$ cat src/rtl/alu_ctl_pipe.sv
// ALU control decode with a one-entry ID/EX slot and multi-cycle MUL/DIV occupancy.
// Define ALU_CTL_MULDIV_EN to decode RV32M and build the occupancy counter.
module alu_ctl_pipe #(
    parameter int ALU_SEL_W = 6,
    parameter int MUL_CYC   = 3,
    parameter int DIV_CYC   = 33
) (
    input  logic                 clk,
    input  logic                 reset,
    input  logic                 in_valid,
    output logic                 in_ready,
    input  logic [1:0]           alu_op,
    input  logic [6:0]           funct7,
    input  logic [2:0]           funct3,
    input  logic                 flush,
    output logic                 out_valid,
    input  logic                 out_ready,
    output logic [ALU_SEL_W-1:0] alu_ctl,
    output logic                 illegal,
    output logic                 mc_busy
);

    if (ALU_SEL_W < 5 || MUL_CYC < 1 || DIV_CYC < 1) begin : g_bad_param
        $error("alu_ctl_pipe: ALU_SEL_W must be >= 5, MUL_CYC and DIV_CYC >= 1");
    end

    typedef enum logic [4:0] {
        C_ERR = 5'd0,  C_ADD = 5'd1,  C_SUB = 5'd2,  C_AND = 5'd3,  C_OR = 5'd4,
        C_XOR = 5'd5,  C_SLL = 5'd6,  C_SRL = 5'd7,  C_SRA = 5'd8,  C_SLT = 5'd9,
        C_SLTU = 5'd10, C_BNE = 5'd11, C_BLT = 5'd12, C_BGE = 5'd13, C_BLTU = 5'd14,
        C_BGEU = 5'd15, C_MUL = 5'd16, C_MULH = 5'd17, C_MULHSU = 5'd18, C_MULHU = 5'd19,
        C_DIV = 5'd20, C_DIVU = 5'd21, C_REM = 5'd22, C_REMU = 5'd23
    } code_e;

    code_e w_code;
    logic  w_load;
    logic  r_full;
    logic  [ALU_SEL_W-1:0] r_ctl;
    logic  r_ill;

    always_comb begin
        w_code = C_ERR;
        case (alu_op)
            2'b00: w_code = C_ADD;
            2'b01: begin
                case (funct3)
                    3'b000:  w_code = C_SUB;
                    3'b001:  w_code = C_BNE;
                    3'b100:  w_code = C_BLT;
                    3'b101:  w_code = C_BGE;
                    3'b110:  w_code = C_BLTU;
                    3'b111:  w_code = C_BGEU;
                    default: w_code = C_ERR;
                endcase
            end
            2'b10: begin
                if (funct7 == 7'b0000000) begin
                    case (funct3)
                        3'b000:  w_code = C_ADD;
                        3'b001:  w_code = C_SLL;
                        3'b010:  w_code = C_SLT;
                        3'b011:  w_code = C_SLTU;
                        3'b100:  w_code = C_XOR;
                        3'b101:  w_code = C_SRL;
                        3'b110:  w_code = C_OR;
                        default: w_code = C_AND;
                    endcase
                end else if (funct7 == 7'b0100000) begin
                    if (funct3 == 3'b000)      w_code = C_SUB;
                    else if (funct3 == 3'b101) w_code = C_SRA;
                end
`ifdef ALU_CTL_MULDIV_EN
                else if (funct7 == 7'b0000001) begin
                    case (funct3)
                        3'b000:  w_code = C_MUL;
                        3'b001:  w_code = C_MULH;
                        3'b010:  w_code = C_MULHSU;
                        3'b011:  w_code = C_MULHU;
                        3'b100:  w_code = C_DIV;
                        3'b101:  w_code = C_DIVU;
                        3'b110:  w_code = C_REM;
                        default: w_code = C_REMU;
                    endcase
                end
`endif
            end
            default: begin
                // OP-IMM: funct7 only matters for the shift encodings
                case (funct3)
                    3'b000: w_code = C_ADD;
                    3'b010: w_code = C_SLT;
                    3'b011: w_code = C_SLTU;
                    3'b100: w_code = C_XOR;
                    3'b110: w_code = C_OR;
                    3'b111: w_code = C_AND;
                    3'b001: if (funct7 == 7'b0000000) w_code = C_SLL;
                    default: begin
                        if (funct7 == 7'b0000000)      w_code = C_SRL;
                        else if (funct7 == 7'b0100000) w_code = C_SRA;
                    end
                endcase
            end
        endcase
    end

    assign w_load    = in_valid & in_ready & ~flush;
    assign out_valid = r_full & ~mc_busy;
    assign in_ready  = ~mc_busy & (~out_valid | out_ready);
    assign alu_ctl   = r_ctl;
    assign illegal   = r_ill;

    always_ff @(posedge clk) begin
        if (reset) begin
            r_full <= 1'b0;
            r_ctl  <= '0;
            r_ill  <= 1'b0;
        end else if (flush) begin
            r_full <= 1'b0;
        end else if (w_load) begin
            r_full <= 1'b1;
            r_ctl  <= ALU_SEL_W'(w_code);
            r_ill  <= (w_code == C_ERR);
        end else if (out_valid & out_ready) begin
            r_full <= 1'b0;
        end
    end

`ifdef ALU_CTL_MULDIV_EN
    localparam int MAX_CYC = (MUL_CYC > DIV_CYC) ? MUL_CYC : DIV_CYC;
    localparam int CNT_W   = $clog2(MAX_CYC + 1);

    logic [CNT_W-1:0] r_cnt;
    logic [CNT_W-1:0] w_lat;

    // Remaining occupancy after the accept edge; zero means result is ready
    always_comb begin
        w_lat = '0;
        if (w_code >= C_DIV)      w_lat = CNT_W'(DIV_CYC - 1);
        else if (w_code >= C_MUL) w_lat = CNT_W'(MUL_CYC - 1);
    end

    always_ff @(posedge clk) begin
        if (reset || flush)    r_cnt <= '0;
        else if (w_load)       r_cnt <= w_lat;
        else if (r_cnt != '0)  r_cnt <= r_cnt - 1'b1;
    end

    assign mc_busy = (r_cnt != '0);
`else
    assign mc_busy = 1'b0;
`endif

endmodule

$ cat config.mk
export PLATFORM = sky130hd
export DESIGN_NAME = alu_ctl_pipe
export DESIGN_NICKNAME = d
export VERILOG_FILES = /design/src/rtl/alu_ctl_pipe.sv
export SDC_FILE = /design/constraint.sdc
export NUM_CORES = 1
export LEC_CHECK = 0
export ABC_AREA = 1
export CORE_AREA = 2 2 40 42
export DETAILED_ROUTE_END_ITERATION = 16
export DIE_AREA = 0 0 42 44
export HOLD_SLACK_MARGIN = 0.06
export PLACE_DENSITY = 0.81
export SYNTH_ARGS = -nofsm -noshare
export SYNTH_HDL_FRONTEND = slang
export SYNTH_SLANG_ARGS = --single-unit
export TNS_END_PERCENT = 5
$ cat constraint.sdc
create_clock -name clk -period 3.2 [get_ports clk]
set_input_delay 0.32 -clock clk [delete_from_list [all_inputs] [get_ports clk]]
set_output_delay 0.32 -clock clk [all_outputs]
set_load 0.01 [all_outputs]
-- Word level (Yosys, flattened, before mapping)
Cells that the tools add are included.
- bits of input ports: 17
- output and inout bits: 10
- flip-flop bits (word level): 7
- bitwise operators: 6
- equality and inequality tests: 10
- mux-type cells: 13
- reductions and logical operators: 7
- operator list (kind ; number):
    4-bit case mux with 7 select lines ; 2
    4-bit case mux with 6 select lines ; 1
    4-bit 2-to-1 mux ; 5
    5-bit case mux with 3 select lines ; 1
    3-bit == test, second input constant ; 4
    7-bit by 6-bit == test with 1-bit output, second input constant ; 1
    7-bit logical NOT ; 1
    3-bit by 2-bit == test with 1-bit output, second input constant ; 2
    5-bit logical NOT ; 1
    5-bit 2-to-1 mux ; 1
    1-bit bitwise AND ; 3
    3-bit by 1-bit == test with 1-bit output, second input constant ; 1
    3-bit logical NOT ; 1
    3-bit 2-to-1 mux ; 1
    2-bit by 1-bit == test with 1-bit output, second input constant ; 1
    2-bit == test, second input constant ; 1
    2-bit logical NOT ; 1
    1-bit 2-to-1 mux ; 2
    1-bit NOT ; 2
    2-bit AND reduction ; 1
    2-bit nonzero test ; 1
    2-bit OR reduction ; 1
    1-bit bitwise OR ; 1

-- Logic depth before layout (Yosys ltp)
- depth after elaboration: 7
- gate-level depth with buffers: 10
- depth with buffers taken out: 10

-- Worst setup path before layout
No wires, ideal clock.
- kind: input -> register
- from: in funct7[5]
- to: reg r_ill, in the netlist illegal
- setup time: 0.114 ns
- data arrival time: 1.071 ns
- stages on the path: 10
- setup slack: 2.015 ns
- path buffers: 0
- cells stage by stage: nor2_1 > nand2_1 > nor2_1 > nand2_1 > nand2_1 > nand2_1 > nand3_1 > nor2_1 > nand2_1 > a21oi_2
- longest elaborated chain between the ends: 6
- ends and longest elaborated chain (element ; line ; source):
    start, declared ; 13 ; input logic [6:0] funct7,
    7-bit by 6-bit == test with 1-bit output ; 68, 99 ;
    4-bit 2-to-1 mux ; 99 ; else if (funct7 == 7'b0100000) w_code = C_SRA;
    4-bit 2-to-1 mux ; 98 ; if (funct7 == 7'b0000000) w_code = C_SRL;
    4-bit case mux with 7 select lines ; 89 ; case (funct3)
    5-bit case mux with 3 select lines * ; 43 ; case (alu_op)
    5-bit logical NOT * ; 122 ; r_ill <= (w_code == C_ERR);
    end signal, assigned ; 122 ;
    end, declared ; 39 ; logic r_ill;
Every way passes the cells marked *; elsewhere a longest branch is shown, timed or not.
A chain may end at the register's enable or synchronous reset.

-- Final worst setup path
- from: in out_ready
- to: out in_ready
- longest elaborated chain between the ends: 1
- ends and longest elaborated chain (element ; line ; source):
    start, declared ; 17 ; input logic out_ready,
    1-bit bitwise OR ; 108 ; assign in_ready = ~mc_busy & (~out_valid | out_ready);
    end, declared ; 11 ; output logic in_ready,
No other way between the ends.

==> key figures <==
Detailed routing
  • Detail Route Antenna Nets: 0
  • WL/cell: about 9.2 um
  • Number of detailed-routing iterations run before antenna repair: 4
  • Vias after detailed routing: 656
  • Detailed Route WL: between 1000 and 1500 um
  • Via count normalized by instance count: 4.620
  • Starting DRT DRC Count: 20
  • DRC violations left: 0

Worst setup path
  • Critical path endpoint category: primary output
  • Critical path required time: 2.88 ns
  • Category of the worst setup path launch point: input pin
  • Arrival time reported for the critical path endpoint: 1.44 ns
  • Crit path kind: input pin to primary output
  • Maximum net fanout on the critical path: 2

Pwr
  • Cell area power density: 286.9 mW/mm2
  • Leakage power summed over all cells: 0.4228 nW
  • Power after layout: 0.0002301 W
  • Peak supply drop: 213.2 uV

Yosys
  • Total of flip-flops plus latches after synthesis: 6
  • Seq/Total Area, Yosys: between 20% and 30%
  • Syn Inst Count: 101
  • Synthesized area divided by synthesized cell count: 5.389 um2
  • Count of yosys warnings during synthesis: 0
  • Yosys cell types: 16
  • Cell area after synthesis: 544.3 um2

Clock tree
  • Number of hold buffers added after cts: 0
  • Post-cts sizing count: 0
  • Clock tree sinks: 6
  • Post-CTS Setup Repair Bufs: 0
  • Clock-pin slew on the worst setup and hold paths: 0.05 ns
  • Number of buffers created by CTS: 3
  • CTS tree: built
  • Master cell of the clock root buffer: clkbuf_4
  • CTS H-tree lvls: 1
  • Clock latency of the later-clocked register in the worst-skew pair: roughly 0.25 ns
  • Maximum buffer depth of the clock tree: 2

Final layout
  • Layout overhead on the synthesized area: 47.36%
  • Area of the multi-input gates: 337.8 um2
  • Number of standard cells in the layout, taps in and fillers out: 142
  • Area occupied by registers: 120.1 um2
  • Utilization after layout: 56.53%
  • Commonest non-fill, non-tap cells in the layout: nand2_1 (35), clkdlybuf4s50_1 (23), inv_1 (18), nor2_1 (18), nand3_1 (7)
  • Total of fill cells in the finished design: 135
  • Number of nets in the final layout: 145
  • Most frequent standard cell in the layout excluding fill and tap cells: nand2_1
  • Antenna Diode Count: 0
  • Share of layout cells above drive strength 1: 7.143%

STA
  • Number of max-slew violations in the final report: 0
  • Setup Viol. Count Final: 0
  • Clk_skew: 0.004612 ns
  • Setup repair after global routing missed its margin: false
  • Hold Vio Cnt, Final: 0
  • Sum of negative setup slack: 0 ns
  • Period Utilization, post-route: 55.15%
  • Hold Slack: 0.4869 ns
  • Post-layout minimum cycle time: approximately 1.8 ns
  • Fmax: ~570 MHz

Placed design
  • Estimated wirelength of the detail-placed design: ~1100 um
  • Number of buffers inserted by port buffering: 23
  • Post-placement cell count: 139
  • Routability-driven placement congestion ratio: 0.9026

Outcome
  • Run status: finished clean

Floorplanning
  • Die span in y: 44 um
  • Standard cell core area: 0.001419 mm2
  • Chip Width: about 42 um
  • Number of top-level design ports: 27
  • Total Die Area: between 0.0015 and 0.002 mm2
  • Std cell rows: 14
  • Effective utilization at floorplan: 38.36%

Global routing
  • Wire length of the first global-routing pass: 2166 um
  • Total global routing track utilization: between 10% and 20%
  • Antenna violations before repair: 0
  • Vias in the first global route: 563
  • Global route overflow: 0
  • Maximum number of pins on one net before global-route repair: 8

Worst hold path
  • Worst hold path class: flop to flop

Run
  • Total of max-cap violations: 0
[final cells by class]
class                           instances  area share, %
Inverter                               19          8.892
Clock buffer                            3          2.808
Sequential cell                         6          14.98
Multi-Input combinational cell         75          42.12
Tap cell                               16          2.496
Timing Repair Buffer                   23          28.71
[registers in the layout (all words and copies together), names as in the netlist]
name / count
alu_ctl: 4
out_valid: 1
illegal: 1
[where the power goes]
| part | internal (W) | switching [W] |
|---|---|---|
| clock network | 0.0000428 | 0.0000328 |
| logic | 0.0000379 | 0.0000351 |
| registers | 0.0000794 | 0.00000208 |
| total | 0.000160 | 0.0000699 |
[cells by family after synthesis]
family	Yosys count	synth area share (%)
other	1	0.6890
and+or+nand+nor	65	51.49
DFF	6	22.07
buffers and inverters	22	17.24
AOI/OAI and AO/OA	7	8.507
[layer usage]
metal / part of all wire (%) / global-route usage [%] / up-vias
met2: 50 / 26.88 / 25
met3: 6.0 / 3.750 / 2
met4: 0.92 / 3.871 / 0
met1: 43 / 17.34 / 279
met5: 0 / 0 / -
li1: - / - / 350
[critical path: stages]
cell,delay [ns]
clkdlybuf4s50_1,0.40
nor2_1,0.17
inv_1,0.08
clkdlybuf4s50_1,0.48
[stage by stage]
| stage | area [um2] | worst slack [ns] |
|---|---|---|
| detailed placement | 779.5 | 1.389 |
| CTS | 802.0 | 1.422 |
| finish | 802.0 | 1.435 |
| floorplan | 551.8 | 2.015 |
| global route | 802.0 | 1.381 |
| global placement | 779.5 | 1.418 |
[synth_stat cells]
cell type  instances  area, um2
nand2_1           35      131.4
inv_1             18      67.56
nor2_1            18      67.56
nand3_1            7      35.03
dfxtp_1            6      120.1
o21ai_0            4      20.02
buf_4              3      22.52
nand3_2            2      20.02
a211oi_1           1      7.510
a21oi_2            1      8.760
conb_1             1      3.750
inv_2              1      3.750
nand2_4            1      11.26
nor3_1             1      5.000
nor3_2             1      10.01
o211a_1            1      10.01
[worst paths after layout]
check	from	to	slack, ns	cells after the start
worst max-delay path	out_ready	in_ready	1.44	4
worst max register to register	out_valid	illegal	1.96	7
worst min-delay path	illegal	illegal	0.49	2
worst min register to register	illegal	illegal	0.49	2
Power figures use the tool's default switching activity.
==> variant (config.mk and constraints unchanged) <==
Add a define of `ALU_CTL_MULDIV_EN`.
--- a/src/rtl/alu_ctl_pipe.sv
+++ b/src/rtl/alu_ctl_pipe.sv
@@ -2,2 +2,4 @@
 // Define ALU_CTL_MULDIV_EN to decode RV32M and build the occupancy counter.
+`define ALU_CTL_MULDIV_EN
+
 module alu_ctl_pipe #(
Function: changed (a bounded check fails within 4 cycles, from zero or initial values and one cycle with reset high).
==> variant against the original RTL <==
Clock skew decreased by 0.0041 ns; critical path type is now reg -> out; worst setup slack worse by 0.47 ns; area after synthesis increased by 74%; cell area is 54% higher; sequential cell count rose by 7; wire length grew 90%; via count up 63%.
Power is left out: it rests on default switching activity, and per cell area and clock period it moved more than threefold.
==> variant: results (changes against the original RTL) <==
status: "complete, no violations"
cts_resized: 0  # unchanged
clk_pin_slew_ns: 0.08  # +0.03 ns
antenna_found_initial: 0  # unchanged
post_cts_buffers: 0  # unchanged
portBuffers: 25  # +8.7%
hpwl_microns: 2000  # +81%
dp_cells: 191  # +37%
critPathArrivalTime_ns: 1.91  # +0.47 ns
synth_fa_ha_area_share_pct: 1.32  # +1.3 points
drt_iter0_markers: 42  # +110%
grt_max_degree: 11  # +3
yosysWarnings: 0  # unchanged
cp_slowest_cell: "clkdlybuf4s50_1"
ff2ff_setup_slack_ns: 1.43  # -0.53 ns
avgRoutedWirePerCell_microns: 12.8  # +38%
fin_ws_ns: 0.970  # -0.465 ns
antenna_cells: 0  # unchanged
hp-class: "reg -> reg"
synth_nets: 169
routabilityCongestion: 0.828  # -8.2%
grt_pass1_wl_microns: 4180  # +93%
ys_seq_area_share_pct: 27.5  # +5.4 points
async_flop_share_pct: 0  # unchanged
insertion_delay_ns: 0.29  # +0.04 ns
drt_pass1_iterations: 4  # unchanged
fin_skew_ns: 0.000524  # -0.00409 ns
crit_family: "buffers and inverters"
syn_area_per_cell_sq_um: 6.26  # +16%
nNetsFinal: 198  # +37%
pre_cts_slack_ns: 1.29  # -0.0969 ns
netlist_top_cells_count: "nand2_1 (29), inv_1 (23), nor2_1 (23)"
grt_usage_pct: 29.5  # +15 points
cts_buffers: 3  # unchanged
cts_buffer_depth: 2  # unchanged
worstPathMaxFanout: 8  # +6
root_buffer: "clkbuf_4"
vias: 1066  # +63%
synth-compound-area-share_pct: 15.9  # +7.4 points
synth-xor-area-share_pct: 1.85  # +1.9 points
critPathMaxStageDelay_ns: 0.54  # +0.06 ns
h-tree-depth: 1  # unchanged
largest_reg_flops: 6  # +2
synthTopCellsByArea: "dfxtp_1 (28%), nand2_1 (12%), inv_1 (9.1%)"
top_register: "r_cnt"
drive_gt1_share_pct: 10.1  # +2.9 points
muxShareOfSynthArea_pct: 0  # unchanged
routed_via_density: 5.47  # +18%
yosysUniqueCellTypes: 29  # +13
variant: cell types whose count changed after synthesis, sizes merged, moves of 2 or more:
cell,unedited run,this run
dfxtp,6,13
nand4,0,3
nand3,9,15
inv,19,28
nor2,18,26
o21ai,4,7
buf,3,1
o211ai,0,3
nand2,36,31
a21oi,1,11
variant: per-layer routing:
layer,up-vias,wire [microns],GRT usage (%)
met5,-,0,0
met4,0,51,12.9
met3,9,139,8.75
met2,36,1370,57.8
met1,480,929,28.3
li1,541,-,-
variant: kinds of logic (layout without fill, tap and decap cells):
| group | after synthesis | count (layout) |
|---|---|---|
| flops | 13 | 13 |
| other cells | 1 | 1 |
| xor+xnor | 2 | 2 |
| compound gates | 25 | 25 |
| fa+ha+maj | 1 | 1 |
| simple gates | 79 | 79 |
| buf+inv | 30 | 58 |
variant: worst paths after layout:
kind | from | to | cells past startpoint
worst max-delay path | r_cnt[0] | out_valid | 7
worst min-delay path | r_cnt[0] | r_cnt[0] | 2
worst max register to register | r_cnt[0] | alu_ctl[1] | 11
worst min register to register | r_cnt[0] | r_cnt[0] | 2
variant: per-stage QoR:
step	hold WS [ns]	instance area, sq um	utilization (%)
6_report	0.499	1230	87.0
5_1_grt	0.535	1230	87.0
4_1_cts	0.499	1230	87.0
3_5_place_dp	0.483	1210	85.2
3_3_place_gp	0.457	1210	85.2
2_1_floorplan	0.389	946	-
variant: cell type report:
cell class / instances / area (sq um)
clock buffer: 4 / 26.3
fill: 94 / 184
inverter: 29 / 114
multi-input combinational: 108 / 564
sequential: 13 / 260
tap: 16 / 20.0
timing repair buffer: 25 / 250
variant: tightest hold or removal path: cells and delay by family (launching register included):
family / cells / cell delay, ns
DFF: 1 / 0.32
and+or+nand+nor: 1 / 0.07
AOI/OAI and AO/OA: 1 / 0.06
